### config.mk
export PLATFORM = sky130hd
export DESIGN_NAME = serial_compare_lsb
export DESIGN_NICKNAME = d
export VERILOG_FILES = /design/src/rtl/serial_compare_lsb.sv
export SDC_FILE = /design/constraint.sdc
export NUM_CORES = 1
export LEC_CHECK = 0
export ABC_AREA = 1
export CAP_MARGIN = 15
export CORE_ASPECT_RATIO = 1.1
export CORE_MARGIN = 8
export CORE_UTILIZATION = 35
export CTS_BUF_LIST = sky130_fd_sc_hd__clkbuf_8
export DETAILED_ROUTE_END_ITERATION = 10
export GPL_TIMING_DRIVEN = 0
export PLACE_DENSITY = 0.55
export SLEW_MARGIN = 20
export SYNTH_ARGS = -nofsm -noshare
export SYNTH_HDL_FRONTEND = slang
export SYNTH_SLANG_ARGS = --single-unit
### constraint.sdc
create_clock -name clk -period 1.32 [get_ports clk]
set_input_delay 0.264 -clock clk [delete_from_list [all_inputs] [get_ports clk]]
set_output_delay 0.264 -clock clk [all_outputs]
set_load 0.03 [all_outputs]
### src/rtl/serial_compare_lsb.sv
// ----------------------------------------------------------------------------
// serial_compare_lsb : bit-serial unsigned magnitude comparator, LSB first
// Revision: 1.0
// ----------------------------------------------------------------------------
`default_nettype none

module serial_compare_lsb #(
  parameter int WIDTH = 8
) (
  input  logic             clk,
  input  logic             rst_n,
  input  logic             start,
  input  logic [WIDTH-1:0] a,
  input  logic [WIDTH-1:0] b,
  output logic             busy,
  output logic             done,
  output logic             gt,
  output logic             lt,
  output logic             eq
);

  localparam int CW = $clog2(WIDTH);
  localparam logic [CW-1:0] C_LAST = CW'(WIDTH - 1);

  typedef enum logic [1:0] {
    IDLE  = 2'd0,
    SHIFT = 2'd1,
    DONE  = 2'd2
  } state_t;

  typedef enum logic [1:0] {
    V_EQ = 2'd0,
    V_GT = 2'd1,
    V_LT = 2'd2
  } verdict_t;

  state_t           r_state;
  state_t           w_state_next;
  logic [WIDTH-1:0] r_a;
  logic [WIDTH-1:0] r_b;
  logic [CW-1:0]    r_cnt;
  verdict_t         r_verdict;
  verdict_t         w_verdict;
  logic             w_last;

  // Later (higher) bits overwrite the verdict, so the MSB difference wins.
  always_comb begin
    w_verdict = r_verdict;
    if (r_a[0] && !r_b[0]) begin
      w_verdict = V_GT;
    end else if (!r_a[0] && r_b[0]) begin
      w_verdict = V_LT;
    end
  end

  assign w_last = (r_cnt == C_LAST);

  always_comb begin
    w_state_next = r_state;
    busy         = (r_state != IDLE);
    done         = (r_state == DONE);
    case (r_state)
      IDLE:    if (start) w_state_next = SHIFT;
      SHIFT:   if (w_last) w_state_next = DONE;
      DONE:    w_state_next = IDLE;
      default: w_state_next = IDLE;
    endcase
  end

  always_ff @(posedge clk or negedge rst_n) begin
    if (!rst_n) begin
      r_state <= IDLE;
    end else begin
      r_state <= w_state_next;
    end
  end

  always_ff @(posedge clk or negedge rst_n) begin
    if (!rst_n) begin
      r_a       <= '0;
      r_b       <= '0;
      r_cnt     <= '0;
      r_verdict <= V_EQ;
      gt        <= 1'b0;
      lt        <= 1'b0;
      eq        <= 1'b0;
    end else begin
      case (r_state)
        IDLE: begin
          if (start) begin
            r_a       <= a;
            r_b       <= b;
            r_cnt     <= '0;
            r_verdict <= V_EQ;
          end
        end
        SHIFT: begin
          r_a       <= r_a >> 1;
          r_b       <= r_b >> 1;
          r_verdict <= w_verdict;
          r_cnt     <= w_last ? '0 : r_cnt + CW'(1);
          // Result registers only move on the edge that enters DONE.
          if (w_last) begin
            gt <= (w_verdict == V_GT);
            lt <= (w_verdict == V_LT);
            eq <= (w_verdict == V_EQ);
          end
        end
        default: ;
      endcase
    end
  end

endmodule

`default_nettype wire

Yosys cells after proc, flatten, opt, wreduce, memory -nomap -nowiden
Index checks and enable logic that the tools add are counted.

word-level totals
  output and inout port bits = 5
  input port bits = 19
  flip-flop bits (word level) = 26
  logic and storage cells = 41

cells by class
  eq/ne operators = 7
  reductions and logical operators = 11
  add/sub/neg operators = 1
  mux-type cells = 14

operator list
  cell                                            number
  case mux 8 bit (2 select lines)                 2
  2-to-1 mux 8 bit                                2
  2-to-1 mux 2 bit                                5
  case mux 2 bit (2 select lines)                 2
  2-to-1 mux 3 bit                                2
  case mux 3 bit (2 select lines)                 1
  AND reduction 2 bit                             3
  == test 2 x 1 -> 1 bit (second input constant)  2
  == test 2 bit (second input constant)           2
  zero test 2 bit                                 2
  inequality test 2 bit (second input constant)   2
  nonzero test 2 bit                              2
  adder 3 x 1 -> 3 bit (second input constant)    1
  == test 3 bit (second input constant)           1
  logical AND 1 bit                               2
  zero test 1 bit                                 2

Logic depth before layout (Yosys ltp)
  depth in word-level cells = 5
  depth in mapped cells = 7
  gate-level depth less buffers = 7

Worst setup path before layout
Ideal clock, no wire load.

  path kind = register to output
  start point = reg r_state[0]
  end point = out done
  arrival = 0.893 ns
  path buffers = 0
  path slack = 0.163 ns
  stages on the path, launching flop included = 2
  data required time = 1.056 ns
  cell sequence = dfrtp_1 nor2_1

between the ends
  cells in the longest elaborated chain, start to end = 1

RTL lines
  item                      line  RTL
  start: declaration        37    state_t r_state;
  start signal: assignment  74    r_state <= w_state_next;
  == test 2 bit             61    done = (r_state == DONE);
  end: declaration          16    output logic done,

Every way passes these cells.

Worst setup path after layout
  start point = reg r_state[0]
  end point = out busy

between the ends
  cells in the longest elaborated chain, start to end = 1

RTL lines
  item                line  RTL
  nonzero test 2 bit  60    busy = (r_state != IDLE);
  end: declaration    15    output logic busy,

Every way passes these cells.

==> qor.yml <==
crit_start: "r_state[0]"
cts.sinks: 26
critPathKind: "reg -> out"
hold_slack_ps: -4.35
grt_pass1_wl_mm: 4.95
path_max_fanout: 3
cp-start-kind: "flop"
port_buffers: 23
required_ps: 1060
critPathBufInv: 2
grt-ovfl-total: 0
core_area_um2: 3390
cts_buffers: 3
postCtsHoldBufs: 0
die_w_um: 72.9
drv_slew: 0
cts_buffer_depth: 2
finish.utilization: 0.486
die_h_um: 78.6
worst_pin_slew_ps: 600
cellLeakagePower_uw: 0.000793
place_hpwl_mm: 2.06
slew-limit-headroom: 0.600
area_delta_synth_final_pct: 32.2
synth_ff_type: "dfrtp_1"
cpPeakStageDelay_ps: 450
drv_cap: 0
drive_gt1_frac: 0.159
start_util: 0.368
syn_inst: 151
synth_area_um2: 1240
cts-root-buf: "clkbuf_8"
violations: "hold timing"
synthDistinctLibCells: 19
final_cell_area_um2: 1650
nNetsFinal: 205
synth_edf_count: 0
routedWlPerCell_um: 12.2
ys_top_cells_by_area: "dfrtp_1 (52%), nand2_1 (16%), nor2_1 (7.8%)"
gp_congestion: 0.753
ir_drop_uv: 678
arrival_ps: 1030
synth_top_area_frac: 0.523
track_usage: 0.107
synth.avg_cell_area_um2: 8.24
fin_cells: 230
power_uw: 3700
setup_viol: 0
timing.final.hold_violations: 13
rows: 22
boundaryPins: 24
vias: 1035
ant_nets: 0
fmax_ghz: 0.770
finalWirelength_mm: 2.82
drt_pass1_iterations: 4
synth_seq_area_share: 0.523
grt_setup_unrepaired: "true"
min_period_ps: 1300
synth_nets: 172
finalSetupTns_ps: 0
synth.largest_area_cell: "dfrtp_1"
drt_iter0_drc: 31
clock_latency_ps: 270
clk_pin_slew_ps: 90
rr_worst_depth: 6
worstReg2RegStart: "r_state[0]"
die_area_um2: 5720
drt-vias-per-instance: 4.50
regToRegEndpoint: "r_b[4]"
synth_common_cells: "nand2_1 (53), dfrtp_1 (26), nor2_1 (26)"
synth-async-reset-ratio: 1.00
cts_tree: "built"
antenna_found_initial: 0
synth_most_common_cell: "nand2_1"
placed_cells: 222
crit_path_end_kind: "output pin"
status: "finished with violations"
cp_cell_sequence: "nor2_4 > inv_2 > buf_6"
synth_seq_cells: 26
grt_max_degree: 27
drc_errors: 0
grt_pass1_vias: 1084
crit_slowest_cell: "dfrtp_2"
power_density_nw_per_um2: 2250
htreeDepth: 1
placed_cell_area_um2: 1530
hold_path.class: "in -> async"
diodes: 0
layout_worst_path_cycle_share: 0.983
worst-r2r-setup-slack_ps: 50
yosys_warnings: 0
critPathTopFamily: "flip-flops"
skew_ps: 3.30
[area by class of cell]
class	instances	area (um2)
timing repair buffer	28	278
clock buffer	3	41.3
sequential	26	652
fill	353	1740
inverter	10	42.5
multi-input combinational	110	519
buffer	5	52.6
tap	48	60.1
[worst register-to-register path, stage by stage (launching register included)]
cell,delay [ps]
dfrtp_2,450
buf_4,180
o21ai_4,180
buf_6,160
nor2_1,50
o21ai_1,80
nand2_1,60
[registers in the layout, summed over array words and instances (netlist names)]
signal,cells
r_a,8
r_b,8
r_cnt,3
r_state,2
r_verdict,2
eq,1
gt,1
lt,1
[what timing repair did]
action,CTS,global route
setup endpoints to repair,5,18
resized for setup,16,13
pin swaps,0,2
buffers inserted,1,4
[kinds of logic after synthesis]
group	count (synthesis)	share of synthesized area
and+or+nand+nor	90	0.294
adders and majority gates	2	0.0201
buffers and inverters	15	0.0764
AOI/OAI and AO/OA	18	0.0864
DFF	26	0.523
[power breakdown]
group / internal, uW / switching, uW
sequential: 1160 / 212
clock: 204 / 237
combinational: 810 / 1070
total: 2180 / 1520
[how the worst max path moves through the flow]
stage          endpoint  slack, ps  cells after the start
2_1_floorplan      done        160                      1
3_3_place_gp       busy       -420                      3
3_5_place_dp       busy       -440                      3
4_1_cts            busy       -170                      3
5_1_grt            done        -40                      3
6_report           busy         20                      3
[through the flow]
| step | hold WS (ps) | setup WS (ps) |
|---|---|---|
| final | -4.35 | 22.1 |
| after global routing | 39.0 | -39.0 |
| after CTS | 15.5 | -174 |
| after detailed placement | 310 | -438 |
| after global placement | 461 | -421 |
| after floorplan | -31.6 | 163 |
[cell usage in the layout (no fill, tap or decap), types with 2 or more instances in the layout]
| cell | instances |
|---|---|
| inv_1 | 6 |
| o21ai_1 | 12 |
| clkdlybuf4s15_1 | 3 |
| nand3_1 | 7 |
| o22ai_1 | 3 |
| inv_2 | 3 |
| nor2_1 | 24 |
| clkbuf_8 | 3 |
| dfrtp_1 | 25 |
| buf_4 | 5 |
| clkdlybuf4s50_1 | 17 |
| nor2_4 | 2 |
| buf_6 | 6 |
| nand2_1 | 53 |
[routing by layer]
metal | GRT usage | part of all wire | vias to the layer above | wire length, um
met5 | 0 | 0 | - | 0
met4 | 0.0361 | 0.012 | 0 | 34
met3 | 0.0292 | 0.048 | 5 | 136
met2 | 0.170 | 0.45 | 20 | 1260
met1 | 0.135 | 0.49 | 472 | 1380
li1 | - | - | 538 | -
Power figures use the tool's default switching activity.
